--- src/rtl/reg_file_sb_pkg.sv ---
// Shared constants for the omega8 register file: clear-sequencer state
// encodings and default datapath geometry.
package reg_file_sb_pkg;

  typedef enum logic {
    CLR_IDLE = 1'b0,
    CLR_RUN  = 1'b1
  } clr_state_t;

  localparam int DEF_DATA_W = 8;
  localparam int DEF_ADDR_W = 3;

endpackage

--- src/rtl/reg_file_scoreboard.sv ---
// Per-register busy scoreboard: reserve sets, write or clear sequencer
// clears, reserve has priority. Exposes post-edge busy for two read ports.
module reg_file_scoreboard
  import reg_file_sb_pkg::*;
#(
  parameter int ADDR_W = DEF_ADDR_W
) (
  input  logic                     i_clk,
  input  logic                     i_rst,
  input  logic                     i_set,
  input  logic [ADDR_W-1:0]        i_set_address,
  input  logic                     i_wclr,
  input  logic [ADDR_W-1:0]        i_wclr_address,
  input  logic                     i_seq_clr,
  input  logic [ADDR_W-1:0]        i_seq_index,
  input  logic [ADDR_W-1:0]        i_r_address1,
  input  logic [ADDR_W-1:0]        i_r_address2,
  output logic [(1<<ADDR_W)-1:0]   o_busy_vec,
  output logic                     o_busy_next1,
  output logic                     o_busy_next2
);

  logic [(1<<ADDR_W)-1:0] busy;
  logic [(1<<ADDR_W)-1:0] busy_next;

  always_comb begin
    busy_next = busy;
    if (i_seq_clr) busy_next[i_seq_index] = 1'b0;
    if (i_wclr)    busy_next[i_wclr_address] = 1'b0;
    if (i_set)     busy_next[i_set_address] = 1'b1;
  end

  always_ff @(posedge i_clk or posedge i_rst) begin
    if (i_rst) busy <= '0;
    else       busy <= busy_next;
  end

  assign o_busy_vec   = busy;
  assign o_busy_next1 = busy_next[i_r_address1];
  assign o_busy_next2 = busy_next[i_r_address2];

endmodule

--- src/rtl/reg_file_sb.sv ---
// Parametrised dual-read/single-write register file with optional zero
// register, write-to-read bypass, busy scoreboard and hardware clear sequencer.
module reg_file_sb
  import reg_file_sb_pkg::*;
#(
  parameter int DATA_W   = DEF_DATA_W,
  parameter int ADDR_W   = DEF_ADDR_W,
  parameter bit ZERO_REG = 1'b0,
  parameter bit BYPASS   = 1'b1
) (
  input  logic                    i_clk,
  input  logic                    i_rst,
  input  logic                    i_read,
  input  logic [ADDR_W-1:0]       i_r_address1,
  input  logic [ADDR_W-1:0]       i_r_address2,
  output logic [DATA_W-1:0]       o_data1,
  output logic [DATA_W-1:0]       o_data2,
  output logic                    o_busy1,
  output logic                    o_busy2,
  input  logic                    i_write,
  input  logic [ADDR_W-1:0]       i_w_address,
  input  logic [DATA_W-1:0]       i_data,
  input  logic                    i_reserve,
  input  logic [ADDR_W-1:0]       i_reserve_address,
  input  logic                    i_clear,
  output logic                    o_clear_busy,
  output logic [(1<<ADDR_W)-1:0]  o_busy_vec
);

  localparam int DEPTH = 1 << ADDR_W;

  logic [DATA_W-1:0] regs [DEPTH];
  clr_state_t        clr_state;
  logic [ADDR_W:0]   clr_cnt;
  logic [ADDR_W-1:0] clr_idx;
  logic              clr_run;
  logic              we;
  logic              rsv;
  logic [DATA_W-1:0] rd1;
  logic [DATA_W-1:0] rd2;
  logic              bn1;
  logic              bn2;

  assign clr_run = (clr_state == CLR_RUN);
  assign clr_idx = clr_cnt[ADDR_W-1:0];
  assign we  = i_write   && !clr_run && !(ZERO_REG && i_w_address == '0);
  assign rsv = i_reserve && !clr_run && !(ZERO_REG && i_reserve_address == '0);

  // Bypass sees the register's post-edge value: 0 while being cleared, else the write data.
  always_comb begin
    rd1 = regs[i_r_address1];
    if (BYPASS && clr_run && i_r_address1 == clr_idx)  rd1 = '0;
    else if (BYPASS && we && i_r_address1 == i_w_address) rd1 = i_data;
    if (ZERO_REG && i_r_address1 == '0) rd1 = '0;
  end

  always_comb begin
    rd2 = regs[i_r_address2];
    if (BYPASS && clr_run && i_r_address2 == clr_idx)  rd2 = '0;
    else if (BYPASS && we && i_r_address2 == i_w_address) rd2 = i_data;
    if (ZERO_REG && i_r_address2 == '0) rd2 = '0;
  end

  reg_file_scoreboard #(.ADDR_W(ADDR_W)) u_sb (
    .i_clk          (i_clk),
    .i_rst          (i_rst),
    .i_set          (rsv),
    .i_set_address  (i_reserve_address),
    .i_wclr         (we),
    .i_wclr_address (i_w_address),
    .i_seq_clr      (clr_run),
    .i_seq_index    (clr_idx),
    .i_r_address1   (i_r_address1),
    .i_r_address2   (i_r_address2),
    .o_busy_vec     (o_busy_vec),
    .o_busy_next1   (bn1),
    .o_busy_next2   (bn2)
  );

  always_ff @(posedge i_clk or posedge i_rst) begin
    if (i_rst) begin
      for (int i = 0; i < DEPTH; i++) regs[i] <= '0;
    end else if (clr_run) begin
      regs[clr_idx] <= '0;
    end else if (we) begin
      regs[i_w_address] <= i_data;
    end
  end

  always_ff @(posedge i_clk or posedge i_rst) begin
    if (i_rst) begin
      o_data1 <= '0;
      o_data2 <= '0;
      o_busy1 <= 1'b0;
      o_busy2 <= 1'b0;
    end else if (i_read) begin
      o_data1 <= rd1;
      o_data2 <= rd2;
      o_busy1 <= bn1;
      o_busy2 <= bn2;
    end
  end

  always_ff @(posedge i_clk or posedge i_rst) begin
    if (i_rst) begin
      clr_state    <= CLR_IDLE;
      clr_cnt      <= '0;
      o_clear_busy <= 1'b0;
    end else begin
      case (clr_state)
        CLR_IDLE: begin
          if (i_clear) begin
            clr_state    <= CLR_RUN;
            clr_cnt      <= '0;
            o_clear_busy <= 1'b1;
          end
        end
        CLR_RUN: begin
          if (clr_cnt == (ADDR_W+1)'(DEPTH-1)) begin
            clr_state    <= CLR_IDLE;
            clr_cnt      <= '0;
            o_clear_busy <= 1'b0;
          end else begin
            clr_cnt <= clr_cnt + 1'b1;
          end
        end
        default: begin
          clr_state    <= CLR_IDLE;
          clr_cnt      <= '0;
          o_clear_busy <= 1'b0;
        end
      endcase
    end
  end

endmodule

--- config.mk ---
export PLATFORM = sky130hd
export DESIGN_NAME = reg_file_sb
export DESIGN_NICKNAME = d
export VERILOG_FILES = /design/src/rtl/reg_file_sb_pkg.sv /design/src/rtl/reg_file_scoreboard.sv /design/src/rtl/reg_file_sb.sv
export SDC_FILE = /design/constraint.sdc
export NUM_CORES = 1
export LEC_CHECK = 0
export CAP_MARGIN = 20
export CORE_ASPECT_RATIO = 0.6
export CORE_MARGIN = 2
export CORE_UTILIZATION = 53
export CTS_CLUSTER_DIAMETER = 30
export DETAILED_ROUTE_END_ITERATION = 16
export PLACE_DENSITY = 0.84
export SLEW_MARGIN = 20
export SYNTH_ARGS = -nofsm -noshare
export SYNTH_HDL_FRONTEND = slang
export SYNTH_SLANG_ARGS = --single-unit
--- constraint.sdc ---
create_clock -name i_clk -period 2.9 [get_ports i_clk]
set_input_delay 0.29 -clock i_clk [delete_from_list [all_inputs] [get_ports i_clk]]
set_output_delay 0.29 -clock i_clk [all_outputs]
set_load 0.01 [all_outputs]
# Word-level counts from Yosys, hierarchy flattened
# Cells that the tools add are included.
[totals] output_inout_bits=27 register_bits=96 wordCells=103
[classes] n_addsub=1 n_eq_ne=7 n_bitwise=12 magnitude_cmp=14 n_reduce_logical=14 n_mux=39
[op_table] op="64-bit 2-to-1 mux" count=2
[op_table] op="8-bit 2-to-1 mux" count=13
[op_table] op="64-bit bitwise AND" count=1
[op_table] op="64-bit bitwise mux" count=1
[op_table] op="64-bit inverter" count=1
[op_table] op="8-bit binary-select mux with 3-bit select" count=2
[op_table] op="8-bit demux with 3-bit select" count=2
[op_table] op="3-bit by 4-bit < comparator with 1-bit output, second input constant" count=5
[op_table] op="8-bit bitwise AND" count=2
[op_table] op="4-bit greater-or-equal comparator, second input constant" count=4
[op_table] op="3-bit inverter with 4-bit output" count=4
[op_table] op="8-bit inverter" count=2
[op_table] op="3-bit equality test" count=4
[op_table] op="1-bit logical AND" count=11
[op_table] op="1-bit demux with 3-bit select" count=3
[op_table] op="3-bit by 1-bit greater-or-equal comparator with 1-bit output, second input constant" count=3
[op_table] op="1-bit 2-to-1 mux" count=9
[op_table] op="4-bit by 1-bit < comparator with 1-bit output, second input constant" count=2
[op_table] op="4-bit 2-to-1 mux" count=2
[op_table] op="8-bit OR" count=1
[op_table] op="4-bit case mux with 2 select lines" count=1
[op_table] op="1-bit binary-select mux with 3-bit select" count=2
[op_table] op="4-bit by 1-bit adder with 4-bit output, second input constant" count=1
[op_table] op="4-bit by 3-bit equality test with 1-bit output, second input constant" count=1
[op_table] op="other kinds (7)" count=8

# Logic depth before layout (Yosys ltp)
[logic_depth] ltp_word=13 ltp_mapped=8

# Cells and area by module
# Synthesis repeated with hierarchy kept, for this count alone.
[hier_totals] cells_unflattened=434 hier_area_um2=5338.9
[modules_own_cells] module="reg_file_sb" n_inst=1 seq_area_each_um2=2202.1 area_per_inst_um2=4642.0 cells_per_inst=357
[modules_own_cells] module="reg_file_scoreboard" n_inst=1 seq_area_each_um2=200.2 area_per_inst_um2=696.9 cells_per_inst=77

# Worst setup path before layout
# Ideal clock, no wire load.
[synth_timing] path_type="reg-to-reg" from="reg clr_cnt[2]" to="reg o_busy1" synth_period_minus_slack_ps=1616 n_path_buf=2 arrival_ps=1491 setup_slack_ps=1284 setup_ps=125 path_stages_with_launch=8 path_cell_list="dfrtp_1 -> buf_6 -> or4b_4 -> buf_6 -> o311ai_4 -> nand3_1 -> nand4_1 -> nand3_1"
[synth_between] elab_chain_cells=13
[synth_lines] item="from (decl)" line="reg_file_sb.sv:34" rtl="logic [ADDR_W:0] clr_cnt;"
[synth_lines] item="from (signal assigned)" line="reg_file_sb.sv:124" rtl="clr_cnt <= clr_cnt + 1'b1;"
[synth_lines] item="3-bit by 4-bit < comparator with 1-bit output (implied by the code) or 3-bit by 1-bit greater-or-equal comparator with 1-bit output (tied branches)" line="reg_file_scoreboard.sv:28" rtl="if (i_seq_clr) busy_next[i_seq_index] = 1'b0;"
[synth_lines] item="1-bit logical AND (implied by the code)" line="reg_file_scoreboard.sv:28"
[synth_lines] item="1-bit 2-to-1 mux (implied by the code)" line="reg_file_scoreboard.sv:28"
[synth_lines] item="1-bit demux with 3-bit select (*)"
[synth_lines] item="8-bit inverter (no line) (*)"
[synth_lines] item="8-bit bitwise AND (no line) (*)"
[synth_lines] item="8-bit 2-to-1 mux (*)" line="reg_file_scoreboard.sv:28"
[synth_lines] item="8-bit bitwise AND (no line)"
[synth_lines] item="8-bit 2-to-1 mux (*)" line="reg_file_scoreboard.sv:29" rtl="if (i_wclr) busy_next[i_wclr_address] = 1'b0;"
[synth_lines] item="8-bit OR (no line)"
[synth_lines] item="8-bit 2-to-1 mux (*)" line="reg_file_scoreboard.sv:30" rtl="if (i_set) busy_next[i_set_address] = 1'b1;"
[synth_lines] item="1-bit binary-select mux with 3-bit select (*)" line="reg_file_scoreboard.sv:39" rtl="assign o_busy_next1 = busy_next[i_r_address1];"
[synth_lines] item="1-bit 2-to-1 mux (implied by the code) (*)" line="reg_file_scoreboard.sv:39"
[synth_lines] item="to (signal assigned)" line="reg_file_sb.sv:99" rtl="o_busy1 <= bn1;"
[synth_lines] item="to (decl)" line="reg_file_sb.sv:18" rtl="output logic o_busy1,"
# Mark *: on every way between the ends. The rest lies on a longest branch, timed or not. The select of a mux whose other input is x is not followed.
# A chain may end at the register's enable or synchronous reset.

# Final worst setup path
[layout_timing] from="in i_r_address2[1]" to="reg o_data2[4]"
[layout_between] elab_chain_cells=6
[layout_lines] item="from (decl)" line="reg_file_sb.sv:15" rtl="input logic [ADDR_W-1:0] i_r_address2,"
[layout_lines] item="3-bit inverter with 4-bit output (implied by the code)" line="reg_file_sb.sv:58" rtl="rd2 = regs[i_r_address2];"
[layout_lines] item="8-bit binary-select mux with 3-bit select" line="reg_file_sb.sv:58"
[layout_lines] item="8-bit 2-to-1 mux (implied by the code) (2 in series)" line="reg_file_sb.sv:58"
[layout_lines] item="8-bit 2-to-1 mux" line="reg_file_sb.sv:60" rtl="else if (BYPASS && we && i_r_address2 == i_w_address) rd2 = i_data;"
[layout_lines] item="8-bit 2-to-1 mux (*)" line="reg_file_sb.sv:59" rtl="if (BYPASS && clr_run && i_r_address2 == clr_idx) rd2 = '0;"
[layout_lines] item="to (signal assigned)" line="reg_file_sb.sv:98" rtl="o_data2 <= rd2;"
[layout_lines] item="to (decl)" line="reg_file_sb.sv:17" rtl="output logic [DATA_W-1:0] o_data2,"
# Marked as above.

==> flow_metrics.tcl <==
set metrics [dict create \
    setup_violations 0 \
    min_period_ns 2.10 \
    synth_enable_flop_cells 0 \
    clk_path_buf_depth 2 \
    finalPower_w 0.00568 \
    drtAntennaViolNets 0 \
    cap_violations 0 \
    grt_max_degree 97 \
    synth_top_family_by_area "multiplexers" \
    clock_latency_ns 0.35 \
    synth_fa_ha_area_frac 0.00217 \
    timing.hold.ws_ns 0.361 \
    root_buffer "clkbuf_16" \
    power_leakage_nw 2.79 \
    rsz0062_at_grt "false" \
    finalWirelength_mm 16.8 \
    yosys-top-cells-area "dfrtp_1 (42%), mux4_2 (13%), nand2_1 (8.0%), mux2i_1 (6.4%), o21ai_1 (3.8%)" \
    criticalPathCategory "input pin to flip-flop" \
    synth_mux_area_frac 0.190 \
    tns_ns 0 \
    fin_area_mm2 0.00662 \
    io_pins 53 \
    yosysWarnings 0 \
    cts_tree "done" \
    worstPathMaxFanout 14 \
    drc 0 \
    dieArea_mm2 0.0117 \
    io_buffers 52 \
    worstPathArrival_ns 2.33 \
    ir_drop_v 0.000462 \
    dpl_cell_area_mm2 0.00634 \
    async_reset_ff_frac 1.00 \
    drive_gt1_frac 0.138 \
    dieWidth_um 139 \
    place_hpwl_mm 12.1 \
    antenna_found_initial 0 \
    clock-sinks 96 \
    layout_worst_path_cycle_share 0.724 \
    synth-seq-cells 96 \
    gp_congestion 0.962 \
    syn_area_mm2 0.00575 \
    critPathLaunchType "input pin" \
    fmax_mhz 476 \
    coreArea_mm2 0.0106 \
    syn_avg_cell_area_um2 9.97 \
    grt_pass1_wl_mm 26.3 \
    num_antenna_cells 0 \
    synth_ff_type "dfrtp_1" \
    r2r-start "clr_run" \
    vias_per_cell 6.44 \
    ys_types 44 \
    status "finished clean" \
    stdcell_count 757 \
    syn_inst 577 \
    synth_top_area_frac 0.417 \
    post_cts_resized 0 \
    std_cell_rows 29 \
    yosysTopAreaCell "dfrtp_1" \
    regToRegSetupSlack_ns 0.84 \
    clk_pin_slew_ns 0.07 \
    vias 4878 \
    hold_viol 0 \
    r2r_cells 6 \
    grt_overflow 0 \
    htreeDepth 3 \
    numCtsBuffers 9 \
    synthSimpleGateAreaFrac 0.184 \
    ctsHoldBuffers 0 \
    initial_utilization 0.545 \
    slew_headroom 0.426 \
    finalClockSkew_ns 0.00410 \
    postCtsSetupRepairBufs 0 \
    groute.usage.overall 0.298 \
    num-nets-final 640 \
    drt-initial-drc-count 586 \
    ys_seq_area_frac 0.417 \
    syn_to_final_growth_pct 15.0 \
    p_per_area_mw_per_mm2 859 \
    synth-compound-area-share 0.123 \
    drt_pre_antenna_iters 5 \
    syn-num-nets 604 \
    drv_slew 0 \
    tightest_slew_ns 0.858 \
    hp-class "input pin to async pin" \
    placed_cells 741 \
    synth_xor_area_frac 0.0198 \
    routedWlPerCell_um 22.2 \
    grt_pass1_vias 4558 \
    fp.dieH_um 84.7 \
    required_ns 3.13 \
    r2r-end "o_data1[7]" \
    crit_path_end_kind "flip-flop" \
]
area by class of cell:
| class | count | area [um^2] |
|---|---|---|
| Multi-Input combinational cell | 414 | 2990 |
| Clock buffer | 9 | 225 |
| Clock inverter | 7 | 56.3 |
| Inverter | 17 | 65.1 |
| Sequential cell | 96 | 2400 |
| Tap cell | 139 | 174 |
| Timing Repair Buffer | 75 | 706 |
| Fill cell | 841 | 3940 |
placed cells by master (no fill, tap or decap), types with 4 or more instances in the layout:
master | netlist | layout
a21oi_1 | 4 | 4
nand2b_1 | 9 | 9
clkbuf_16 | 0 | 9
mux2i_1 | 37 | 37
inv_1 | 17 | 16
nand4_1 | 7 | 7
dfrtp_1 | 96 | 95
nor2_1 | 25 | 25
buf_4 | 7 | 22
mux4_2 | 32 | 32
a41oi_1 | 4 | 4
nand3_1 | 15 | 15
nand2_1 | 123 | 123
nand3b_1 | 4 | 4
nand4b_1 | 12 | 12
clkdlybuf4s50_1 | 0 | 52
o21ai_1 | 44 | 44
xnor2_1 | 12 | 12
o21ai_0 | 39 | 39
a211o_1 | 16 | 16
layer usage:
metal,vias up,track usage,share of wire
li1,2127,-,-
met2,297,0.435,0.43
met1,2425,0.445,0.44
met4,0,0.0668,0.014
met3,29,0.0867,0.12
met5,-,0,0
worst max path at each step:
| stage | start | end | cells past startpoint |
|---|---|---|---|
| floorplan | i_rst | clr_cnt[0] | 1 |
| global placement | i_r_address2[1] | o_data2[3] | 6 |
| detailed placement | i_r_address2[1] | o_data2[3] | 6 |
| CTS | i_r_address2[1] | o_data2[3] | 6 |
| global route | i_w_address[2] | o_busy1 | 6 |
| finish | i_r_address2[1] | o_data2[4] | 6 |
kinds of logic (layout without fill, tap and decap cells):
family | count (synthesis) | after routing
xor+xnor | 13 | 13
buf+inv | 67 | 108
simple gates | 214 | 214
flops | 96 | 96
mux | 69 | 69
fa+ha+maj | 1 | 1
compound gates | 117 | 117
Yosys cell counts, types with 15 or more instances:
master   instances
nand3_1         15
nand2_1        123
a211o_1         16
dfrtp_1         96
mux4_2          32
o21ai_0         39
buf_2           27
mux2i_1         37
o21ai_1         44
inv_1           17
nor2_1          25
sequential cells by signal, summed over array words and instances, names as in the netlist:
register and count:
u_sb.o_busy_vec 8, regs 64, clr_run 1, o_data1 8, o_busy1 1, o_busy2 1
clr_cnt 4, o_clear_busy 1, o_data2 8
critical path: stages:
cell	delay, ns
clkdlybuf4s50_1	1.03
buf_4	0.31
mux4_2	0.32
mux2i_1	0.17
a211o_1	0.14
o21ai_1	0.06
through the flow:
stage | utilization | worst slack [ns]
finish | 0.627 | 0.800
global route | 0.627 | 0.699
CTS | 0.627 | 0.811
detailed placement | 0.600 | 0.457
floorplan | - | 0.105
global placement | 0.600 | 0.499
power breakdown:
group / internal, W / leakage, nW / switching, W
combinational: 0.00103 / 1.35 / 0.00108
clock: 0.000590 / 0.130 / 0.000544
sequential: 0.00182 / 1.31 / 0.000614
total: 0.00344 / 2.79 / 0.00224
(Power assumes the default switching activity.)
